### src/rtl/koios_pe_arbiter_if.sv
// Bus bundle between the NoC requesters, the arbiter and the single PE wrapper.
// slave: arbiter side; master: requester/PE side (testbench).
interface koios_pe_arbiter_if #(
  parameter int NUM_REQ   = 4,
  parameter int AXI_DATAW = 128
);
  logic [NUM_REQ*AXI_DATAW-1:0] req_data;
  logic [NUM_REQ-1:0]           req_valid;
  logic [NUM_REQ*4-1:0]         req_dest;
  logic [NUM_REQ*2-1:0]         req_id;
  logic [NUM_REQ-1:0]           req_ready;

  logic [AXI_DATAW-1:0]         rsp_data;
  logic [NUM_REQ-1:0]           rsp_valid;
  logic [3:0]                   rsp_dest;
  logic [1:0]                   rsp_id;
  logic                         rsp_err;
  logic [NUM_REQ-1:0]           rsp_ready;

  logic [AXI_DATAW-1:0]         pe_inp_data;
  logic                         pe_inp_valid;
  logic [3:0]                   pe_inp_dest;
  logic [1:0]                   pe_inp_id;
  logic                         pe_inp_ready;

  logic [AXI_DATAW-1:0]         pe_outp_data;
  logic                         pe_outp_valid;
  logic [3:0]                   pe_outp_dest;
  logic [1:0]                   pe_outp_id;
  logic                         pe_outp_ready;

  modport slave (
    input  req_data, req_valid, req_dest, req_id,
    output req_ready,
    output rsp_data, rsp_valid, rsp_dest, rsp_id, rsp_err,
    input  rsp_ready,
    output pe_inp_data, pe_inp_valid, pe_inp_dest, pe_inp_id,
    input  pe_inp_ready,
    input  pe_outp_data, pe_outp_valid, pe_outp_dest, pe_outp_id,
    output pe_outp_ready
  );

  modport master (
    output req_data, req_valid, req_dest, req_id,
    input  req_ready,
    input  rsp_data, rsp_valid, rsp_dest, rsp_id, rsp_err,
    output rsp_ready,
    input  pe_inp_data, pe_inp_valid, pe_inp_dest, pe_inp_id,
    output pe_inp_ready,
    output pe_outp_data, pe_outp_valid, pe_outp_dest, pe_outp_id,
    input  pe_outp_ready
  );
endinterface

### src/rtl/koios_pe_arbiter.sv
// Round-robin arbiter sharing one Koios proxy-PE between NUM_REQ requesters.
// Ports: clk, reset (async, active-low), bus (slave modport: req/rsp/pe),
// busy (state != IDLE), timeout_err (sticky watchdog), err_clr (sync clear).
module koios_pe_arbiter #(
  parameter int NUM_REQ     = 4,
  parameter int AXI_DATAW   = 128,
  parameter int TIMEOUT_CYC = 64
) (
  input  logic              clk,
  input  logic              reset,
  koios_pe_arbiter_if.slave bus,
  output logic              busy,
  output logic              timeout_err,
  input  logic              err_clr
);
  localparam int LW = $clog2(NUM_REQ);
  localparam int CW = $clog2(TIMEOUT_CYC + 1);

  typedef enum logic [1:0] {
    S_IDLE,
    S_ISSUE,
    S_WAIT,
    S_RETURN
  } state_e;

  state_e               state_q, state_d;
  logic [LW-1:0]        last_q, owner_q, win;
  logic                 any_v;
  logic [AXI_DATAW-1:0] sel_data;
  logic [3:0]           sel_dest;
  logic [1:0]           sel_id;

  logic [AXI_DATAW-1:0] iss_data_q;
  logic [3:0]           iss_dest_q;
  logic [1:0]           iss_id_q;
  logic [AXI_DATAW-1:0] rsp_data_q;
  logic [3:0]           rsp_dest_q;
  logic [1:0]           rsp_id_q;
  logic                 rsp_err_q;
  logic [CW-1:0]        cnt_q;
  logic                 terr_q;

  logic accept, issue_hs, pe_hit, expire, rsp_hs;

  // Walk offsets from far to near so the closest requester
  // after last_q overwrites any farther candidate.
  always_comb begin
    int idx;
    idx   = 0;
    win   = '0;
    any_v = 1'b0;
    for (int k = NUM_REQ; k >= 1; k--) begin
      idx = int'(last_q) + k;
      if (idx >= NUM_REQ) idx = idx - NUM_REQ;
      if (bus.req_valid[LW'(idx)]) begin
        win   = LW'(idx);
        any_v = 1'b1;
      end
    end
  end

  always_comb begin
    sel_data = '0;
    sel_dest = '0;
    sel_id   = '0;
    for (int i = 0; i < NUM_REQ; i++) begin
      if (win == LW'(i)) begin
        sel_data = bus.req_data[i*AXI_DATAW +: AXI_DATAW];
        sel_dest = bus.req_dest[i*4 +: 4];
        sel_id   = bus.req_id[i*2 +: 2];
      end
    end
  end

  assign accept   = (state_q == S_IDLE) && any_v;
  assign issue_hs = (state_q == S_ISSUE) && bus.pe_inp_ready;
  assign pe_hit   = (state_q == S_WAIT) && bus.pe_outp_valid;
  // A result arriving on the expiry cycle takes precedence.
  assign expire   = (state_q == S_WAIT) && !bus.pe_outp_valid &&
                    (cnt_q == CW'(TIMEOUT_CYC - 1));
  assign rsp_hs   = (state_q == S_RETURN) && bus.rsp_ready[owner_q];

  always_ff @(posedge clk or negedge reset) begin
    if (!reset) state_q <= S_IDLE;
    else        state_q <= state_d;
  end

  always_comb begin
    state_d = state_q;
    unique case (state_q)
      S_IDLE:   if (accept) state_d = S_ISSUE;
      S_ISSUE:  if (issue_hs) state_d = S_WAIT;
      S_WAIT:   if (pe_hit || expire) state_d = S_RETURN;
      S_RETURN: if (rsp_hs) state_d = S_IDLE;
      default:  state_d = S_IDLE;
    endcase
  end

  always_comb begin
    bus.req_ready     = '0;
    bus.pe_inp_valid  = 1'b0;
    bus.pe_inp_data   = '0;
    bus.pe_inp_dest   = '0;
    bus.pe_inp_id     = '0;
    bus.pe_outp_ready = 1'b0;
    bus.rsp_valid     = '0;
    bus.rsp_data      = '0;
    bus.rsp_dest      = '0;
    bus.rsp_id        = '0;
    bus.rsp_err       = 1'b0;
    busy              = (state_q != S_IDLE);
    unique case (state_q)
      S_IDLE: begin
        bus.req_ready[win] = any_v;
      end
      S_ISSUE: begin
        bus.pe_inp_valid = 1'b1;
        bus.pe_inp_data  = iss_data_q;
        bus.pe_inp_dest  = iss_dest_q;
        bus.pe_inp_id    = iss_id_q;
      end
      S_WAIT: begin
        bus.pe_outp_ready = 1'b1;
      end
      S_RETURN: begin
        bus.rsp_valid[owner_q] = 1'b1;
        bus.rsp_data = rsp_data_q;
        bus.rsp_dest = rsp_dest_q;
        bus.rsp_id   = rsp_id_q;
        bus.rsp_err  = rsp_err_q;
      end
      default: ;
    endcase
  end

  assign timeout_err = terr_q;

  always_ff @(posedge clk or negedge reset) begin
    if (!reset) begin
      last_q     <= LW'(NUM_REQ - 1);
      owner_q    <= '0;
      iss_data_q <= '0;
      iss_dest_q <= '0;
      iss_id_q   <= '0;
      rsp_data_q <= '0;
      rsp_dest_q <= '0;
      rsp_id_q   <= '0;
      rsp_err_q  <= 1'b0;
      cnt_q      <= '0;
      terr_q     <= 1'b0;
    end else begin
      if (accept) begin
        last_q     <= win;
        owner_q    <= win;
        iss_data_q <= sel_data;
        iss_dest_q <= sel_dest;
        iss_id_q   <= sel_id;
      end
      if (issue_hs)
        cnt_q <= '0;
      else if (state_q == S_WAIT)
        cnt_q <= cnt_q + 1'b1;
      if (pe_hit) begin
        rsp_data_q <= bus.pe_outp_data;
        rsp_dest_q <= bus.pe_outp_dest;
        rsp_id_q   <= bus.pe_outp_id;
        rsp_err_q  <= 1'b0;
      end else if (expire) begin
        rsp_data_q <= '0;
        rsp_dest_q <= iss_dest_q;
        rsp_id_q   <= iss_id_q;
        rsp_err_q  <= 1'b1;
      end
      if (expire)       terr_q <= 1'b1;
      else if (err_clr) terr_q <= 1'b0;
    end
  end
endmodule

### src/flat_wrapper.sv
// flat-port wrapper written by rule: the top's interface ports become plain ports
module koios_pe_arbiter_flat 
#(
  parameter int NUM_REQ     = 4,
  parameter int AXI_DATAW   = 128,
  parameter int TIMEOUT_CYC = 64
)
  (clk, reset, busy, timeout_err, err_clr, bus_req_data, bus_req_valid, bus_req_dest, bus_req_id, bus_req_ready, bus_rsp_data, bus_rsp_valid, bus_rsp_dest, bus_rsp_id, bus_rsp_err, bus_rsp_ready, bus_pe_inp_data, bus_pe_inp_valid, bus_pe_inp_dest, bus_pe_inp_id, bus_pe_inp_ready, bus_pe_outp_data, bus_pe_outp_valid, bus_pe_outp_dest, bus_pe_outp_id, bus_pe_outp_ready);
  koios_pe_arbiter_if #(.NUM_REQ(NUM_REQ), .AXI_DATAW(AXI_DATAW)) bus_i ();
  input  logic clk;
  input  logic reset;
  output logic busy;
  output logic timeout_err;
  input  logic err_clr;
  input wire logic [$bits(bus_i.req_data)-1:0] bus_req_data;
  input wire logic [$bits(bus_i.req_valid)-1:0] bus_req_valid;
  input wire logic [$bits(bus_i.req_dest)-1:0] bus_req_dest;
  input wire logic [$bits(bus_i.req_id)-1:0] bus_req_id;
  output wire logic [$bits(bus_i.req_ready)-1:0] bus_req_ready;
  output wire logic [$bits(bus_i.rsp_data)-1:0] bus_rsp_data;
  output wire logic [$bits(bus_i.rsp_valid)-1:0] bus_rsp_valid;
  output wire logic [$bits(bus_i.rsp_dest)-1:0] bus_rsp_dest;
  output wire logic [$bits(bus_i.rsp_id)-1:0] bus_rsp_id;
  output wire logic [$bits(bus_i.rsp_err)-1:0] bus_rsp_err;
  input wire logic [$bits(bus_i.rsp_ready)-1:0] bus_rsp_ready;
  output wire logic [$bits(bus_i.pe_inp_data)-1:0] bus_pe_inp_data;
  output wire logic [$bits(bus_i.pe_inp_valid)-1:0] bus_pe_inp_valid;
  output wire logic [$bits(bus_i.pe_inp_dest)-1:0] bus_pe_inp_dest;
  output wire logic [$bits(bus_i.pe_inp_id)-1:0] bus_pe_inp_id;
  input wire logic [$bits(bus_i.pe_inp_ready)-1:0] bus_pe_inp_ready;
  input wire logic [$bits(bus_i.pe_outp_data)-1:0] bus_pe_outp_data;
  input wire logic [$bits(bus_i.pe_outp_valid)-1:0] bus_pe_outp_valid;
  input wire logic [$bits(bus_i.pe_outp_dest)-1:0] bus_pe_outp_dest;
  input wire logic [$bits(bus_i.pe_outp_id)-1:0] bus_pe_outp_id;
  output wire logic [$bits(bus_i.pe_outp_ready)-1:0] bus_pe_outp_ready;
  assign bus_i.req_data = bus_req_data;
  assign bus_i.req_valid = bus_req_valid;
  assign bus_i.req_dest = bus_req_dest;
  assign bus_i.req_id = bus_req_id;
  assign bus_req_ready = bus_i.req_ready;
  assign bus_rsp_data = bus_i.rsp_data;
  assign bus_rsp_valid = bus_i.rsp_valid;
  assign bus_rsp_dest = bus_i.rsp_dest;
  assign bus_rsp_id = bus_i.rsp_id;
  assign bus_rsp_err = bus_i.rsp_err;
  assign bus_i.rsp_ready = bus_rsp_ready;
  assign bus_pe_inp_data = bus_i.pe_inp_data;
  assign bus_pe_inp_valid = bus_i.pe_inp_valid;
  assign bus_pe_inp_dest = bus_i.pe_inp_dest;
  assign bus_pe_inp_id = bus_i.pe_inp_id;
  assign bus_i.pe_inp_ready = bus_pe_inp_ready;
  assign bus_i.pe_outp_data = bus_pe_outp_data;
  assign bus_i.pe_outp_valid = bus_pe_outp_valid;
  assign bus_i.pe_outp_dest = bus_pe_outp_dest;
  assign bus_i.pe_outp_id = bus_pe_outp_id;
  assign bus_pe_outp_ready = bus_i.pe_outp_ready;
  koios_pe_arbiter #(.NUM_REQ(NUM_REQ), .AXI_DATAW(AXI_DATAW), .TIMEOUT_CYC(TIMEOUT_CYC)) u_core (.clk(clk), .reset(reset), .bus(bus_i), .busy(busy), .timeout_err(timeout_err), .err_clr(err_clr));
endmodule
### config.mk
export PLATFORM = sky130hd
export DESIGN_NAME = koios_pe_arbiter_flat
export DESIGN_NICKNAME = d
export VERILOG_FILES = /design/src/rtl/koios_pe_arbiter_if.sv /design/src/rtl/koios_pe_arbiter.sv /design/src/flat_wrapper.sv
export SDC_FILE = /design/constraint.sdc
export NUM_CORES = 1
export LEC_CHECK = 0
export ABC_CLOCK_PERIOD_IN_PS = 1700
export BUFFER_PORTS_ARGS = -buffer_cell sky130_fd_sc_hd__buf_2
export CAP_MARGIN = 40
export CORE_AREA = 2 2 380 382
export CTS_BUF_LIST = sky130_fd_sc_hd__clkbuf_16
export CTS_CLUSTER_DIAMETER = 100
export CTS_CLUSTER_SIZE = 24
export DETAILED_ROUTE_END_ITERATION = 12
export DIE_AREA = 0 0 382 384
export PLACE_DENSITY = 0.39
export SLEW_MARGIN = 30
export SYNTH_ARGS = -nofsm -noshare
export SYNTH_HDL_FRONTEND = slang
export SYNTH_SLANG_ARGS = --single-unit
### constraint.sdc
create_clock -name clk -period 1.7 [get_ports clk]
set_input_delay 0.085 -clock clk [delete_from_list [all_inputs] [get_ports clk]]
set_output_delay 0.085 -clock clk [all_outputs]
set_load 0.02 [all_outputs]
# Word level (Yosys, flattened, before mapping)
# Index checks and enable logic that the tools add are counted.
[classes]
add_sub_neg = 9
order_cmp = 12
n_eq_ne = 11
n_mux = 70
n_bitwise = 1
reduce_logical = 17
[op_table]
columns = ["op", "n"]
rows = [
  ["2-to-1 mux 128 bit", 8],
  ["2-to-1 mux 2 bit", 20],
  ["2-to-1 mux 4 bit", 10],
  ["2-to-1 mux 1 bit", 22],
  ["less-than comparator 2 x 4 -> 1 bit, second input constant", 4],
  ["2-to-1 mux 7 bit", 2],
  ["binary-select mux 1 bit (select 2 bit)", 5],
  [">= comparator 3 bit, second input constant", 3],
  ["== test 2 bit, second input constant", 4],
  ["logical AND 1 bit", 8],
  ["!= test 2 x 1 -> 1 bit, second input constant", 4],
  ["case mux 2 bit (4 select lines)", 1],
  ["nonzero test 2 bit", 4],
  ["subtractor 2 x 1 -> 2 bit, second input constant", 4],
  ["adder 7 x 1 -> 7 bit, second input constant", 1],
  ["== test 7 x 6 -> 1 bit, second input constant", 1],
  ["adder 2 x 2 -> 3 bit, second input constant", 2],
  ["less-than comparator 2 x 3 -> 1 bit, second input constant", 2],
  ["adder 2 x 3 -> 4 bit, second input constant", 1],
  ["AND 4 bit", 1],
  ["demux 1 bit (select 2 bit)", 2],
  ["== test 2 x 1 -> 1 bit, second input constant", 2],
  [">= comparator 2 x 1 -> 1 bit, second input constant", 2],
  [">= comparator 4 x 3 -> 1 bit, second input constant", 1],
  ["5 further kinds", 6],
]
[word_totals]
ff_bits = 283
output_inout_bits = 281

# Depth between registers and ports, before layout
[logic_depth]
word_depth = 16
ltp_mapped = 10
mapped_depth_nobuf = 7

# Worst setup path after synthesis
# OpenSTA, ideal clock, no wires.
[synth_timing]
kind = "reg2out"
from = "register u_core.last_q[0]"
to = "output bus_req_ready[0]"
arrival_ns = 2.071
slack_ns = -0.456
path_stages_with_launch = 7
n_path_buf = 3
path_cell_list = "dfstp_2 > and3b_1 > o32a_4 > buf_6 > buf_6 > buf_4 > nor3b_1"
[synth_via]
elab_chain_len = 16
word_cells_on_any_way = 43
cone_classes = "add/sub (8); order compare (6); mux (27); bitwise (1); reduce/logical (1)"
[synth_lines]
columns = ["item", "line", "rtl"]
rows = [
  ["start, declared", "koios_pe_arbiter.sv:27", "logic [LW-1:0] last_q, owner_q, win;"],
  ["start signal, assigned", "koios_pe_arbiter.sv:140", "last_q <= LW'(NUM_REQ - 1);"],
  ["start signal, assigned", "koios_pe_arbiter.sv:153", "last_q <= win;"],
  ["adder 2 x 3 -> 4 bit", "koios_pe_arbiter.sv:53", "idx = int'(last_q) + k;"],
  [">= comparator 4 x 3 -> 1 bit / subtractor 2 x 1 -> 2 bit (equally long branches)", "koios_pe_arbiter.sv:54", "if (idx >= NUM_REQ) idx = idx - NUM_REQ;"],
  ["2-to-1 mux 2 bit", "koios_pe_arbiter.sv:54", ""],
  ["binary-select mux 1 bit (select 2 bit)", "koios_pe_arbiter.sv:55", "if (bus.req_valid[LW'(idx)]) begin"],
  ["2-to-1 mux 1 bit (implied by the code) (2 in series)", "koios_pe_arbiter.sv:55", ""],
  ["2-to-1 mux 2 bit (4 in series)", "koios_pe_arbiter.sv:55", ""],
  ["less-than comparator 2 x 3 -> 1 bit (implied by the code) / >= comparator 2 x 1 -> 1 bit (equally long branches)", "koios_pe_arbiter.sv:114", "bus.req_ready[win] = any_v;"],
  ["logical AND 1 bit (implied by the code)", "koios_pe_arbiter.sv:114", ""],
  ["2-to-1 mux 1 bit (implied by the code)", "koios_pe_arbiter.sv:114", ""],
  ["demux 1 bit (select 2 bit)", "--", ""],
  ["AND 4 bit (no line) (*)", "--", ""],
  ["2-to-1 mux 4 bit (*)", "koios_pe_arbiter.sv:112", "unique case (state_q)"],
  ["end, declared", "flat_wrapper.sv:19", "output wire logic [$bits(bus_i.req_ready)-1:0] bus_req_ready;"],
]
# Every way passes the cells marked *; elsewhere a longest branch is shown, timed or not. The select of a mux whose other input is x is not followed.

# Final worst setup path
[layout_timing]
from = "register u_core.last_q[1]"
to = "register u_core.iss_data_q[92]"
[layout_via]
elab_chain_len = 15
word_cells_on_any_way = 45
cone_classes = "add/sub (8); order compare (4); eq/ne (3); mux (28); reduce/logical (2)"
[layout_lines]
columns = ["item", "line", "rtl"]
rows = [
  ["adder 2 x 3 -> 4 bit", "koios_pe_arbiter.sv:53", ""],
  [">= comparator 4 x 3 -> 1 bit / subtractor 2 x 1 -> 2 bit (equally long branches)", "koios_pe_arbiter.sv:54", ""],
  ["2-to-1 mux 2 bit", "koios_pe_arbiter.sv:54", ""],
  ["binary-select mux 1 bit (select 2 bit)", "koios_pe_arbiter.sv:55", ""],
  ["2-to-1 mux 1 bit (implied by the code) (2 in series)", "koios_pe_arbiter.sv:55", ""],
  ["2-to-1 mux 2 bit (4 in series)", "koios_pe_arbiter.sv:55", ""],
  ["logical NOT 2 bit", "koios_pe_arbiter.sv:67", "if (win == LW'(i)) begin"],
  ["2-to-1 mux 128 bit (4 in series)", "koios_pe_arbiter.sv:67", ""],
  ["end signal, assigned", "koios_pe_arbiter.sv:155", "iss_data_q <= sel_data;"],
  ["end, declared", "koios_pe_arbiter.sv:33", "logic [AXI_DATAW-1:0] iss_data_q;"],
]
# Parallel ways exist; a longest one is shown, timed or not. The select of a mux whose other input is x is not followed.
# A chain may end at the register's enable or synchronous reset.

==> reports/metrics.cfg <==
[clock_network]
worstSkewPairLatency_ns = 0.62
clk_pin_slew_worst_paths_ns = 0.09
cts_max_path_buffers = 3
cts_made_buffers = 24
cts_num_sinks = 283
cts_root_buf = sky130_fd_sc_hd__clkbuf_16
cts-htree-levels = 1
tritoncts_clock_tree = done

[logic_synthesis]
synth.top_cell.area_share_pct = 41.50
synth.yosys.seq_area_share_pct = 41.81
synthesis.area_per_instance_sq_um = 11.68
synth.ff_latch_count = 283
synth-simple-area-share_pct = 11.48
ys.warnings.count = 0
cell_count_after_synthesis = 1451
synth_mux_area_share_pct = 20.35
synth.area.top_cells = sky130_fd_sc_hd__dfrtp_1, sky130_fd_sc_hd__mux2_4, sky130_fd_sc_hd__and2_1
synth.largest_area_cell = sky130_fd_sc_hd__dfrtp_1
mappedNetlistNets = 2140
synth-compound-area-share_pct = 21.25
synth_cell_type_count = 44
synth_top_family_by_area = compound AO/OA/AOI/OAI gates
xor_xnor_cell_area_share_of_the_yosys_netlist_pct = 0.2068
synth_adder_area_share_pct = 0.4431
syn-cell-area_sq_mm = 0.01694

[route]
routed-via-count = 20200
first_iter_violations = 817
wl_per_cell_um = 23.14
drt_wl_total_um = 122100
antenna_left = 0
drt-pass1-iter-count = 5
detail_route.vias_per_cell = 3.826
drc_errors = 0

[cells_and_area]
layout.cells.most_common = sky130_fd_sc_hd__buf_2
area_delta_synth_final_pct = 136.7
seqCellArea_sq_mm = 0.007084
layout_common_cells = sky130_fd_sc_hd__buf_2, sky130_fd_sc_hd__dlygate4sd3_1, sky130_fd_sc_hd__buf_6, sky130_fd_sc_hd__dfrtp_1, sky130_fd_sc_hd__and2_4
multi_input_logic_area_sq_mm = 0.01077
instances_no_fill = 5279
final_layout_size_suffix_gt1_share_pct = 60.96
fin_nets = 4034
fill_cells = 14710

[placement]
dp_worst_slack_ns = -0.7688
placed_cells = 4370
port_buf_inserts = 963
routabilityCongestion = 0.8312
dp_hpwl_um = 78710

[run_status]
failed_checks = setup timing
status = finished with violations

[timing]
max_freq_ghz = 0.4127
timing_hold_violations_final = 0
setup_repair_after_global_routing_missed_its_margin = yes
number_of_setup_violations_in_the_final_report = 552
timing.final.crit_share_pct = 142.5
timing.clock.skew_ns = 0.02238
timing_worst_slew_pin_value_ns = 0.6268
slew_headroom_pct = 57.02
finalWorstSetupSlack_ns = -0.7232
fin_crit_ns = 2.423
drv_slew = 0

[floorplan]
io-pin-count = 964
total_number_of_placement_rows = 139
die-height_um = 384
fp.dieW_um = 382
floorplan.core_area_sq_mm = 0.1428
floorplan_die_area_sq_mm = 0.1467
start_util_pct = 11.87

[pwr]
pwr_density_cell_mw_per_mm2 = 1627
ir_worst_vdd_uv = 927.9
power_leakage_nw = 18.34
post_layout_total_power_mw = 65.27

[setup_path]
timing.critical_path.to_type = register
crit_arrival_ns = 2.92
crit_fanout = 8
timing_worst_setup_path_type = register to register
worstPathRequired_ns = 2.20
cp-start-kind = register

[global_route]
grt.total_usage_pct = 15.36
grt_overflow = 0
antenna_violations_before_repair = 33
number_of_global_route_vias_before_repair = 22100
grt_first_pass_wirelength_um = 162600
grt_max_degree = 44

[job]
max_capacitance_violation_count = 0

[worst_hold_path]
hp-class = input port to async pin

==> worst max-delay path, cell delays in order (launching register included) <==
cell and delay, ns:
sky130_fd_sc_hd__dfstp_2 0.58, sky130_fd_sc_hd__a21oi_2 0.06, sky130_fd_sc_hd__o32a_4 0.43, sky130_fd_sc_hd__buf_12 0.17, sky130_fd_sc_hd__buf_16 0.16, sky130_fd_sc_hd__buf_16 0.20, sky130_fd_sc_hd__buf_8 0.14, sky130_fd_sc_hd__mux2_4 0.31
sky130_fd_sc_hd__o22ai_4 0.13, sky130_fd_sc_hd__a21oi_2 0.04
==> kinds of logic after synthesis <==
family	after synthesis
AOI/OAI and AO/OA	420
and+or+nand+nor	318
xor gates and xnor gates	4
adders and majority gates	6
DFF	283
muxes	278
buffers and inverters	142
==> layout make-up <==
type / count / share of cell area, %
multi-input combinational: 1026 / 26.85
clock buffer: 25 / 1.560
antenna: 13 / 0.08110
timing repair buffer: 2005 / 47.17
sequential: 283 / 17.66
tap: 1903 / 5.936
inverter: 5 / 0.06551
clock inverter: 19 / 0.6769
==> flip-flops by register name, summed over array words and instances (netlist names) <==
signal,flops
u_core.cnt_q,7
u_core.timeout_err,1
u_core.iss_id_q,2
u_core.rsp_err_q,1
u_core.rsp_data_q,128
u_core.iss_data_q,128
u_core.last_q,2
u_core.iss_dest_q,4
u_core.rsp_dest_q,4
u_core.rsp_id_q,2
u_core.owner_q,2
u_core.state_q,2
==> Yosys cell counts, drive strengths merged <==
library cell / n
o21ai: 9
a22o: 128
xor2: 3
xnor2: 1
mux2: 135
a21boi: 1
clkbuf: 70
nor2b: 2
nor2: 9
o221ai: 1
mux4: 1
nand4: 3
inv: 5
o22a: 1
dfstp: 2
o22ai: 134
buf: 67
or3: 2
nor3b: 3
nand2: 16
o211ai: 1
a21oi: 139
and3b: 1
nor4: 1
ha: 6
a21o: 2
o32a: 1
o21a: 3
dfrtp: 281
and3: 2
and2: 271
nor3: 3
nor4b: 1
mux2i: 142
nand2b: 4
==> where the power goes <==
group / internal [mW] / switching [mW] / leakage (nW)
clock: 3.20 / 3.53 / 0.440
sequential: 9.90 / 2.39 / 3.31
combinational: 25.8 / 20.4 / 14.6
==> through the flow <==
step	util (%)	TNS [ns]	area, sq um	hold WS (ns)
after detailed placement	17.84	-86.86	25470	0.09301
after CTS	27.41	-267.30	39140	0.0001541
after global placement	17.84	-86.56	25470	0.09243
after floorplan	-	-24.19	17240	-0.2106
after global routing	28.08	-273.15	40100	0.02028
final	28.09	-230.31	40110	0.01930
==> per-layer routing <==
layer	wire length, um	track usage [%]
met2	62610	27.64
met5	61	0
met4	3916	5.118
met3	7091	3.193
met1	48470	18.02
==> worst paths after layout <==
| check | start | endpoint | slack (ns) | cells past startpoint |
|---|---|---|---|---|
| worst max-delay path | u_core.last_q[1]$_DFFE_PN1P_ | u_core.iss_data_q[92]$_DFFE_PN0P_ | -0.72 | 9 |
| worst min-delay path | reset | u_core.rsp_data_q[99]$_DFFE_PN0P_ | 0.02 | 2 |
| worst max register to register | u_core.last_q[1]$_DFFE_PN1P_ | u_core.iss_data_q[92]$_DFFE_PN0P_ | -0.72 | 9 |
| worst min register to register | u_core.timeout_err$_DFFE_PN0P_ | u_core.timeout_err$_DFFE_PN0P_ | 0.49 | 1 |
| max in group asynchronous | reset | u_core.iss_data_q[61]$_DFFE_PN0P_ | 0.94 | 3 |
| min in group clk | bus_req_data[141] | u_core.iss_data_q[13]$_DFFE_PN0P_ | 0.06 | 4 |
==> timing repair <==
item                                   4_1_cts  5_1_grt
cloned                                      64       16
hold buffers                               673        0
pin swaps                                   32       66
resized for setup                         1060      326
setup buffers                              101       52
endpoints found under the hold margin      560        0
setup endpoints to repair                  518      562
No activity file was read; power rests on OpenSTA's default activity.
